==> config.mk <==
export PLATFORM = sky130hd
export DESIGN_NAME = shift_rows_pipe
export DESIGN_NICKNAME = d
export VERILOG_FILES = /design/src/rtl/shift_rows_pipe.sv
export SDC_FILE = /design/constraint.sdc
export NUM_CORES = 1
export LEC_CHECK = 0
export CAP_MARGIN = 40
export CORE_MARGIN = 10
export CORE_UTILIZATION = 42
export DETAILED_ROUTE_END_ITERATION = 10
export PLACE_DENSITY = 0.8
export SYNTH_ARGS = -nofsm -noshare
export SYNTH_HDL_FRONTEND = slang
export SYNTH_SLANG_ARGS = --single-unit
==> constraint.sdc <==
create_clock -name clk -period 1.9 [get_ports clk]
set_clock_uncertainty 0.1 [all_clocks]
set_input_delay 0.38 -clock clk [delete_from_list [all_inputs] [get_ports clk]]
set_output_delay 0.38 -clock clk [all_outputs]
set_load 0.02 [all_outputs]
==> src/rtl/shift_rows_pipe.sv <==
// Pipelined Rijndael ShiftRows / InvShiftRows for Nb = 4/6/8 columns.
// Each stage passes data forward with valid/ready handshakes, and bubbles in the pipeline collapse.
module shift_rows_pipe #(
    parameter int NB     = 4,
    parameter int STAGES = 1,
    localparam int W     = 32 * NB
) (
    input  logic         clk,
    input  logic         rst_n,
    input  logic         clear,
    input  logic         in_valid,
    output logic         in_ready,
    input  logic         in_inv,
    input  logic [W-1:0] in_data,
    output logic         out_valid,
    input  logic         out_ready,
    output logic [W-1:0] out_data,
    output logic         busy
);

    if (NB != 4 && NB != 6 && NB != 8) begin : g_bad_nb
        $error("shift_rows_pipe: NB must be 4, 6 or 8");
    end
    if (STAGES < 1 || STAGES > 3) begin : g_bad_stages
        $error("shift_rows_pipe: STAGES must be 1..3");
    end

    logic [W-1:0]      perm;
    logic [W-1:0]      d    [STAGES];
    logic [W-1:0]      up_d [STAGES];
    logic [STAGES-1:0] v;
    logic [STAGES-1:0] up_v;
    logic [STAGES-1:0] stage_ready;

    // Pure byte wiring: source columns are resolved at elaboration, so NB = 6 wraps correctly.
    for (genvar c = 0; c < NB; c++) begin : g_col
        for (genvar r = 0; r < 4; r++) begin : g_row
            localparam int SH      = (NB == 8 && r >= 2) ? r + 1 : r;
            localparam int FWD_SRC = (c + SH) % NB;
            localparam int INV_SRC = (c + NB - SH) % NB;
            assign perm[W-1-32*c-8*r -: 8] = in_inv ? in_data[W-1-32*INV_SRC-8*r -: 8]
                                                    : in_data[W-1-32*FWD_SRC-8*r -: 8];
        end
    end

    // A stage can advance when any stage from it to the output has a hole, or the sink takes data.
    for (genvar i = 0; i < STAGES; i++) begin : g_ready
        assign stage_ready[i] = out_ready | ~(&v[STAGES-1:i]);
    end

    assign up_v[0] = in_valid;
    assign up_d[0] = perm;
    for (genvar i = 1; i < STAGES; i++) begin : g_link
        assign up_v[i] = v[i-1];
        assign up_d[i] = d[i-1];
    end

    always_ff @(posedge clk or negedge rst_n) begin
        if (!rst_n) begin
            v <= '0;
            for (int i = 0; i < STAGES; i++) begin
                d[i] <= '0;
            end
        end else if (clear) begin
            v <= '0;
        end else begin
            for (int i = 0; i < STAGES; i++) begin
                if (stage_ready[i]) begin
                    v[i] <= up_v[i];
                    d[i] <= up_d[i];
                end
            end
        end
    end

    assign in_ready  = stage_ready[0] & ~clear;
    assign out_valid = v[STAGES-1];
    assign out_data  = d[STAGES-1];
    assign busy      = |v;

endmodule

-- After elaboration in Yosys (flattened, before gate mapping)
Cells that the tools add are included.
- bits in registers: 129
- logic and storage cells: 18
- reduce and logical (&&, ||, !) cells: 2
- bitwise gates (word level): 4
- multiplexer cells: 10
- operators with widths (kind ; count):
    $mux W8 ; 8
    $mux W1 ; 2
    $not A1 Y1 ; 2
    $reduce_and A2 Y1 ; 1
    $reduce_bool A2 Y1 ; 1
    $and A1 B1 Y1 ; 1
    $or A1 B1 Y1 ; 1

-- Longest topological paths before layout
Gate-level depths: netlist (run 1).
- depth after elaboration: 4
- gate-level depth with buffers: 5
- gate-level depth less buffers: 3

-- Least setup slack after synthesis (run 1)
OpenSTA, ideal clock, no wires.
- path type: register to register
- start: register v, in the netlist busy
- end: register d (netlist bit out_data[13])
- cell stages (with the launch flop): 6
- setup time: 125 ps
- data arrival time: 1363 ps
- required time: 1675 ps
- clock period less this slack: 1587 ps
- setup slack: 313 ps
- path through: dfrtp_1 -> nor2b_4 -> nor2_4 -> buf_6 -> buf_6 -> mux2_2
- word-level cells in the longest chain between the ends: 3
- ends and longest elaborated chain (item ; line ; source):
    start: declaration ; 31 ; logic [STAGES-1:0] v;
    start signal: indexed assignment ; 69 ; v[i] <= up_v[i];
    $not A1 Y1 ; 48 ; assign stage_ready[i] = out_ready | ~(&v[STAGES-1:i]);
    $or A1 B1 Y1 ; 48 ;
    $reduce_and A2 Y1 (no source line) ; n/a ;
    end signal: indexed assignment ; 70 ; d[i] <= up_d[i];
    end: declaration ; 29 ; logic [W-1:0] d [STAGES];
No other way between the ends.
A chain may end at the register's enable or synchronous reset.

-- Worst setup path in the final report (run 1)
- start: register d (netlist bit out_data[77])
- end: output port out_data[77]
- RTL lines (item ; line ; source):
    end: declaration ; 17 ; output logic [W-1:0] out_data,
No word-level cell between the ends.

==> results of run 1 <==
==> stage by stage <==
| step | std cells | total power (uW) | cell area, um2 | worst slack [ns] |
|---|---|---|---|---|
| finish | 818 | 9060 | 9480 | 0.0315 |
| floorplan | 347 | 4610 | 5950 | 0.313 |
| global route | 818 | 9450 | 9480 | 0.000148 |
| detailed placement | 785 | 5950 | 8800 | -0.309 |
| global placement | 785 | 5890 | 8800 | -0.294 |
| CTS | 818 | 9210 | 9350 | 0.000260 |
==> state kept, by name, summed over array words and instances (netlist names) <==
signal    flops
out_data    128
busy          1
==> layout make-up <==
class / count / area, um2 / area share, %
clock buffers: 19 / 443 / 4.67
clock inverters: 13 / 163 / 1.72
multi-input cells: 196 / 2490 / 26.2
flip-flops and latches: 129 / 3230 / 34.1
well taps: 180 / 225 / 2.38
repair buffers: 281 / 2930 / 30.9
==> synth_stat cells, drive strengths merged <==
| library cell | n | area share [%] |
|---|---|---|
| mux2 | 192 | 41 |
| nor2 | 3 | 0.32 |
| dfrtp | 129 | 54 |
| nor2b | 1 | 0.23 |
| buf | 22 | 4.0 |
==> layer usage <==
metal | up-vias | wire length [um]
met3 | 26 | 1460
met5 | - | 0
met4 | 0 | 408
met1 | 1948 | 6870
met2 | 170 | 8750
li1 | 1806 | -
==> timing repair <==
item	CTS	global route
pin swaps	0	0
hold endpoints to repair	31	0
endpoints found under the setup margin	53	53
hold buffers	1	0
gates resized for setup	55	53
gates cloned	0	0
==> cell families after synthesis <==
family,count (synthesis),share of synthesized area (%)
flip-flops,129,54.2
multiplexers,192,41.2
AND/OR/NAND/NOR,4,0.546
buffers and inverters,22,3.99
==> where the power goes <==
part / leakage, uW / switching [uW] / internal, uW
clock network: 0.000277 / 1230 / 2090
registers: 0.00151 / 205 / 3130
logic: 0.00280 / 1070 / 1330
total: 0.00459 / 2510 / 6550
==> worst paths after layout <==
check | startpoint | endpoint | slack, ns | cells after the start
worst min register to register | out_data[72] | out_data[72] | 0.39 | 1
max in group asynchronous | rst_n | out_data[79] | 0.65 | 3
worst max register to register | busy | out_data[108] | 0.20 | 5
worst min-delay path | rst_n | out_data[121] | 0.37 | 2
worst max-delay path | out_data[77] | out_data[77] | 0.03 | 1
min in group clk | out_data[72] | out_data[72] | 0.39 | 1
==> run_results.csv, run 1 <==
group,metric,value,unit
status,status,"complete, no violations",
routing,first_iter_violations,124,
sta,holdWs,0.369,ns
critical_path,slowest_stage,"clkdlybuf4s50_1",
cells_and_area,antenna_cells,0,
floorplanning,core,13900,um2
synth,netlist_instances,347,
global_route,top_usage_layer,"met2",
cells_and_area,syn2layout_area_growth,59.2,%
synth,synth_nets,481,
synth,postSynthAreaPerCell,17.2,um2
global_route,grt_antenna_before_repair,0,
critical_path,critical_path.max_fanout,2,
cells_and_area,layout_commonest_cell,"clkdlybuf4s50_1",
sta,setup_tns,0,ns
sta,finalCriticalPeriod,1.87,ns
placement,globalplace.congestion,0.803,
routing,wl,17500,um
clock_tree,clk_pin_slew,0.06,ns
routing,antenna_left,0,
clock_tree,cts_sinks,129,
critical_path,critPathBufInv,1,
clock_tree,cts_max_path_buffers,2,
synth,seq_area_frac_synth,54.2,%
clock_tree,cts_tree,"built",
clock_tree,htree_levels,4,
cells_and_area,final_util,68.3,%
clock_tree,worst_skew_pair.late_latency,0.41,ns
critical_path,crit_required,1.42,ns
cells_and_area,layout_common_cells,"156 x clkdlybuf4s50_1, 129 x dfrtp_1, 109 x mux2_2",
clock_tree,cts_made_buffers,17,
global_route,grt_max_degree,42,
sta,rsz0062_at_grt,"false",
critical_path,crit_chain,"clkdlybuf4s50_1",
floorplanning,die_w,139,um
global_route,gr-total-overflow,0,
critical_path,cp_slowest_stage_delay,0.62,ns
global_route,met2_usage,29.5,%
clock_tree,cts_root_buf,"clkbuf_16",
floorplanning,io_pins,265,
synth,synth_cell_type_count,10,
global_route,first_global_vias,4678,
global_route,grt_pass1_wl,27400,um
placement,dp_hpwl,13200,um
cells_and_area,finalNetCount,759,
critical_path,startpoint_type,"flop",
global_route,grt_use_met3,8.39,%
routing,routed_via_density,4.83,
clock_tree,postCtsSetupBuffers,0,
critical_path,arrival,1.39,ns
floorplanning,die_h,139,um
floorplanning,die_area,19300,um2
pwr,leakage,0.00459,uW
critical_path,cpLargestDelayFamily,"buffers and inverters",
pwr,p_per_area,956,nW/um2
sta,slew_headroom,66.2,%
sta,tightest_slew,0.506,ns
flow_run,cap_viol_max_count,0,
routing,drcViolationCount,0,
cells_and_area,fillers,992,
sta,hold_viol,0,
synth,synthesis.area,5950,um2
global_route,grt_usage,18.0,%
floorplanning,start_util,42.9,%
synth,yosys_register_bits,129,
placement,io_buffers,264,
critical_path,cp-end-kind,"output port",
floorplanning,rows,43,
synth,ys_warn_count,0,
sta,setup_viol,0,
min_path,min_path_type,"primary input to asynchronous set/reset pin",
routing,post_drt_wl_per_cell,21.4,um
global_route,globalRouteMet1Util,19.8,%
routing,via_count,3950,
pwr,peakVddDrop,578,uV
critical_path,crit_type,"flop to output port",
sta,max_freq,535,MHz
cells_and_area,drive_gt1_share,37.5,%
sta,slew_viol_final,0,
routing,drtPass1Iterations,4,
sta,post-route-period-util,98.3,%
(Power assumes the default switching activity.)
==> run 2, diff against run 1 <==
--- a/config.mk
+++ b/config.mk
@@ -6,10 +6,11 @@
 export NUM_CORES = 1
 export LEC_CHECK = 0
 export CAP_MARGIN = 40
-export CORE_MARGIN = 10
+export CORE_MARGIN = 3
 export CORE_UTILIZATION = 42
 export DETAILED_ROUTE_END_ITERATION = 10
 export PLACE_DENSITY = 0.8
+export SLEW_MARGIN = 10
 export SYNTH_ARGS = -nofsm -noshare
 export SYNTH_HDL_FRONTEND = slang
 export SYNTH_SLANG_ARGS = --single-unit
==> run 2 against run 1 <==
Routed wire length down 14%. Core utilization grew 1.6 points. Cell count shrank 0.86%. Non-clock buffer count is 3 lower. First-iteration DRC count increased by 4.0%. Via count shrank 0.56%. Count of clock-buffer cells in the layout rose by 2. Clock power is 2% lower. Critical path type unchanged. Highest routed layer unchanged.
==> run_results.csv, run 2 (same netlist as run 1, synthesis figures left out) <==
group,metric,value,unit
status,status,"complete, no violations",
sta,slew_viol_final,0,
routing,wl,15100,um
floorplanning,die_area,15600,um2
floorplanning,io_pins,265,
clock_tree,cts_root_buf,"clkbuf_16",
cells_and_area,finalNetCount,756,
sta,post-route-period-util,98.5,%
critical_path,critical_path.max_fanout,2,
placement,io_buffers,264,
cells_and_area,stdcell_area,9480,um2
sta,tightest_slew,0.385,ns
floorplanning,rows,42,
floorplanning,die_h,125,um
sta,setup_ws,0.0283,ns
global_route,grt_usage,19.4,%
critical_path,slowest_stage,"clkdlybuf4s50_1",
placement,place_ws,-0.324,ns
sta,finalCriticalPeriod,1.87,ns
clock_tree,worst_skew_pair.late_latency,0.40,ns
clock_tree,postCtsSetupBuffers,0,
pwr,leakage,0.00449,uW
routing,post_drt_wl_per_cell,18.6,um
routing,antenna_left,0,
sta,rsz0062_at_grt,"false",
pwr,p_total,9060,uW
clock_tree,cts_sinks,129,
clock_tree,cts_made_buffers,17,
cells_and_area,antenna_cells,0,
cells_and_area,syn2layout_area_growth,59.2,%
clock_tree,htree_levels,4,
min_path,min_path_type,"primary input to asynchronous set/reset pin",
sta,setup_viol,0,
critical_path,startpoint_type,"flop",
placement,dp_hpwl,11200,um
clock_tree,clk_pin_slew,0.05,ns
global_route,grt_max_degree,58,
critical_path,critPathBufInv,1,
critical_path,cp-end-kind,"output port",
critical_path,crit_chain,"clkdlybuf4s50_1",
critical_path,crit_required,1.42,ns
critical_path,regToRegSetupSlack,0.21,ns
pwr,p_per_area,956,nW/um2
critical_path,arrival,1.39,ns
global_route,grt_pass1_wl,24300,um
routing,via_count,3928,
cells_and_area,drive_gt1_share,37.0,%
routing,routed_via_density,4.84,
placement,dp.cells,778,
critical_path,crit_type,"flop to output port",
routing,first_iter_violations,129,
global_route,first_global_vias,4332,
clock_tree,cts_tree,"built",
critical_path,cpLargestDelayFamily,"buffers and inverters",
floorplanning,die_w,125,um
floorplanning,core,13600,um2
sta,slew_headroom,74.3,%
routing,drcViolationCount,0,
cells_and_area,final_util,69.9,%
cells_and_area,fillers,910,
sta,hold_viol,0,
sta,max_freq,534,MHz
clock_tree,cts_max_path_buffers,2,
pwr,peakVddDrop,989,uV
cells_and_area,largest_reg_flops,128,
routing,drtPass1Iterations,4,
floorplanning,start_util,43.9,%
global_route,gr-total-overflow,0,
flow_run,cap_viol_max_count,0,
critical_path,cp_slowest_stage_delay,0.63,ns
cells_and_area,layout_common_cells,"198 x clkdlybuf4s50_1, 129 x dfrtp_1, 109 x mux2_2",
global_route,grt_antenna_before_repair,0,
cells_and_area,layout_commonest_cell,"clkdlybuf4s50_1",
placement,post_dp_cell_area,8780,um2
cells_and_area,final_cells,811,
placement,globalplace.congestion,0.854,
[run 2: what timing repair did]
action	CTS	global route
endpoints found under the hold margin	23	0
gates cloned	0	0
hold buffers	1	0
resized for setup	19	48
setup endpoints to repair	17	48
[run 2: worst reg2reg max path, stage by stage, from the launching register on]
cell     delay (ns)
dfrtp_1        0.40
nor2b_4        0.15
nor2_4         0.14
buf_4          0.17
buf_12         0.23
mux2_2         0.40
[run 2: per-layer routing]
layer / GRT usage [%] / share of wire [%]
met1: 22.4 / 38
met2: 33.9 / 52
met3: 7.68 / 8.2
met4: 4.91 / 1.2
met5: 0 / 0
[run 2: metrics by stage]
step / setup TNS (ns) / hold slack, ns
CTS: 0 / 0.323
global placement: -18.62 / 0.225
finish: 0 / 0.329
global route: 0 / 0.348
floorplan: 0 / -0.0156
detailed placement: -21.69 / 0.230
[run 2: layout make-up]
type                    instances  area (um2)  area share [%]
flip-flops and latches        129        3230            34.1
repair buffers                278        2950            31.1
multi-input cells             196        2490            26.2
clock buffers                  21         460            4.86
well taps                     176         220            2.32
clock inverters                11         136            1.44
[run 2: power by group]
group	internal, uW	switching (uW)	total (uW)
clock network	2120	1160	3270
registers	3130	209	3340
logic	1410	1040	2450
total	6650	2410	9060
[run 2: path summary, 6_finish.rpt]
| check | start | end | depth (start not counted) |
|---|---|---|---|
| max | out_data[18] | out_data[18] | 1 |
| min | rst_n | out_data[108] | 2 |
| max reg2reg | busy | out_data[31] | 5 |
| min reg2reg | out_data[63] | out_data[63] | 1 |
| max in group asynchronous | rst_n | out_data[45] | 3 |
| min in group clk | out_data[63] | out_data[63] | 1 |
==> run 3, diff against run 2 <==
--- a/config.mk
+++ b/config.mk
@@ -7,9 +7,9 @@
 export LEC_CHECK = 0
 export CAP_MARGIN = 40
 export CORE_MARGIN = 3
-export CORE_UTILIZATION = 42
+export CORE_UTILIZATION = 38
 export DETAILED_ROUTE_END_ITERATION = 10
-export PLACE_DENSITY = 0.8
+export PLACE_DENSITY = 0.77
 export SLEW_MARGIN = 10
 export SYNTH_ARGS = -nofsm -noshare
 export SYNTH_HDL_FRONTEND = slang
==> constraint.sdc (replaced) <==
create_clock -name clk -period 1.6 [get_ports clk]
set_clock_uncertainty 0.1 [all_clocks]
set_input_delay 0.32 -clock clk [delete_from_list [all_inputs] [get_ports clk]]
set_output_delay 0.32 -clock clk [all_outputs]
set_load 0.02 [all_outputs]
==> run 3 against run 2 <==
The flow now finishes with violations (negative setup slack). Sequential share of layout area shrank 0.28 points. Non-clock buffer count grew 13. Clock power grew 25%. Critical path type is now flop to flop.
==> run_results.csv, run 3 (same netlist as run 1, synthesis figures left out) <==
group,metric,value,unit
critical_path,cp-end-kind,"flop",
sta,setup_viol,95,
placement,globalplace.congestion,0.743,
cells_and_area,drive_gt1_share,38.8,%
min_path,min_path_type,"primary input to asynchronous set/reset pin",
placement,io_buffers,264,
critical_path,critical_path.max_fanout,9,
cells_and_area,finalNetCount,769,
routing,dr_wl_met3,1300,um
critical_path,arrival,1.91,ns
pwr,p_sw,2950,uW
global_route,grt_antenna_before_repair,0,
sta,tightest_slew,0.516,ns
sta,slew_viol_final,0,
pwr,leakage,0.00433,uW
status,violations,"negative setup slack",
global_route,grt_max_degree,91,
sta,rsz0062_at_grt,"true",
cells_and_area,largest_reg_flops,128,
status,status,"complete, but fails checks",
floorplanning,core,15300,um2
cells_and_area,stdcell_area,9560,um2
routing,wl_met2,8120,um
clock_tree,cts_max_path_buffers,2,
clock_tree,htree_levels,4,
clock_tree,cts_tree,"built",
critical_path,startpoint_type,"flop",
sta,finalCriticalPeriod,1.72,ns
pwr,peakVddDrop,603,uV
floorplanning,die_area,17200,um2
sta,max_freq,581,MHz
critical_path,reg2reg_from,"busy",
cells_and_area,syn2layout_area_growth,60.6,%
sta,setup_ws,-0.122,ns
routing,via_count,4034,
critical_path,reg2regPathDepth,5,
clock_tree,cts_root_buf,"clkbuf_16",
critical_path,crit_type,"flop to flop",
pwr,p_per_area,1130,nW/um2
flow_run,cap_viol_max_count,0,
clock_tree,cts_made_buffers,17,
pwr,p_comb_share,25.8,%
placement,place_ws,-0.528,ns
clock_tree,clk_pin_slew,0.06,ns
floorplanning,die_w,131,um
global_route,grt_usage,19.0,%
sta,setup_tns,-4.28,ns
sta,slew_headroom,65.6,%
routing,routed_via_density,4.70,
global_route,first_global_vias,4690,
critical_path,regToRegSetupSlack,-0.12,ns
cells_and_area,layout_commonest_cell,"clkdlybuf4s50_1",
cells_and_area,antenna_cells,0,
pwr,power_frac_clock,37.7,%
routing,wl,15900,um
placement,dp_hpwl,11400,um
pwr,intPower,7870,uW
routing,drcViolationCount,0,
floorplanning,io_pins,265,
placement,post_dp_cell_area,8810,um2
routing,drtPass1Iterations,4,
routing,first_iter_violations,124,
routing,antenna_left,0,
cells_and_area,final_util,62.6,%
sta,post-route-period-util,108,%
floorplanning,rows,45,
cells_and_area,layout_common_cells,"131 x clkdlybuf4s50_1, 129 x dfrtp_1, 120 x dlygate4sd2_1",
cells_and_area,fillers,1175,
global_route,grt_pass1_wl,25800,um
critical_path,r2r-end,"out_data[57]",
routing,post_drt_wl_per_cell,18.5,um
critical_path,crit_required,1.79,ns
clock_tree,worst_skew_pair.late_latency,0.40,ns
clock_tree,cts_sinks,129,
floorplanning,start_util,39.0,%
sta,hold_viol,0,
routing,wl_met1,6040,um
floorplanning,die_h,131,um
global_route,gr-total-overflow,0,
routing,top_layer,"met4",
pwr,seqPwrFrac,36.5,%
pwr,switching_share,27.3,%
run 3: cell types whose count changed in the layout (fill, tap and decap cells not counted), moves of 4 or more:
cell             previous run  this run
clkinv_2                    6         2
buf_6                       0         4
buf_4                       5        10
dlygate4sd2_1              16       120
clkdlybuf4s15_1             0         8
clkdlybuf4s50_1           198       131
buf_16                      0         5
clkinvlp_4                  1         5
dlymetal6s2s_1             47         0
run 3: power groups by stage:
stage	sequential, uW	combinational, uW	clock [uW]
floorplan	4550	927	0
global placement	4000	2940	0
detailed placement	4020	3010	0
CTS	3950	2810	4190
global route	4020	2940	4340
finish	3950	2790	4080
run 3: repair_timing:
item                                   in CTS  in global routing
resized for setup                         156                 18
setup endpoints to repair                 226                137
hold buffers                                1                  0
cloned                                      6                  0
pin swaps                                   1                  1
endpoints found under the hold margin     129                  0
buffers inserted                            4                  1
run 3: worst max path at each step:
| stage | from | end | slack [ns] | cells past startpoint |
|---|---|---|---|---|
| final | busy | out_data[57] | -0.12 | 5 |
| after global routing | busy | in_ready | -0.19 | 3 |
| after CTS | busy | out_data[11] | -0.17 | 6 |
| after detailed placement | out_ready | in_ready | -0.53 | 4 |
| after global placement | out_ready | in_ready | -0.54 | 4 |
| after floorplan | busy | out_data[13] | 0.01 | 5 |
run 3: per-layer routing:
layer / track usage [%] / up-vias
met1: 21.1 / 2003
met5: 0 / -
met4: 7.64 / 0
met3: 7.35 / 28
met2: 32.9 / 174
li1: - / 1829
run 3: metrics by stage:
stage / hold WS (ns) / total power, uW / instances
finish: 0.369 / 10800 / 858
floorplan: -0.0756 / 5480 / 347
global route: 0.400 / 11300 / 858
detailed placement: 0.318 / 7020 / 816
global placement: 0.304 / 6940 / 816
CTS: 0.388 / 11000 / 858
run 3: cell type report:
| class | instances | area, um2 | area share, % |
|---|---|---|---|
| sequential | 129 | 3230 | 33.8 |
| timing repair buffer | 291 | 2960 | 30.9 |
| multi-input combinational | 196 | 2490 | 26.0 |
| clock buffer | 18 | 439 | 4.59 |
| tap | 211 | 264 | 2.76 |
| clock inverter | 13 | 185 | 1.94 |
run 3: worst max-delay path, stage by stage (launching register included):
cell	delay (ns)
dfrtp_1	0.38
nor2b_4	0.14
nor2_4	0.18
buf_4	0.20
bufbuf_16	0.29
mux2_4	0.31
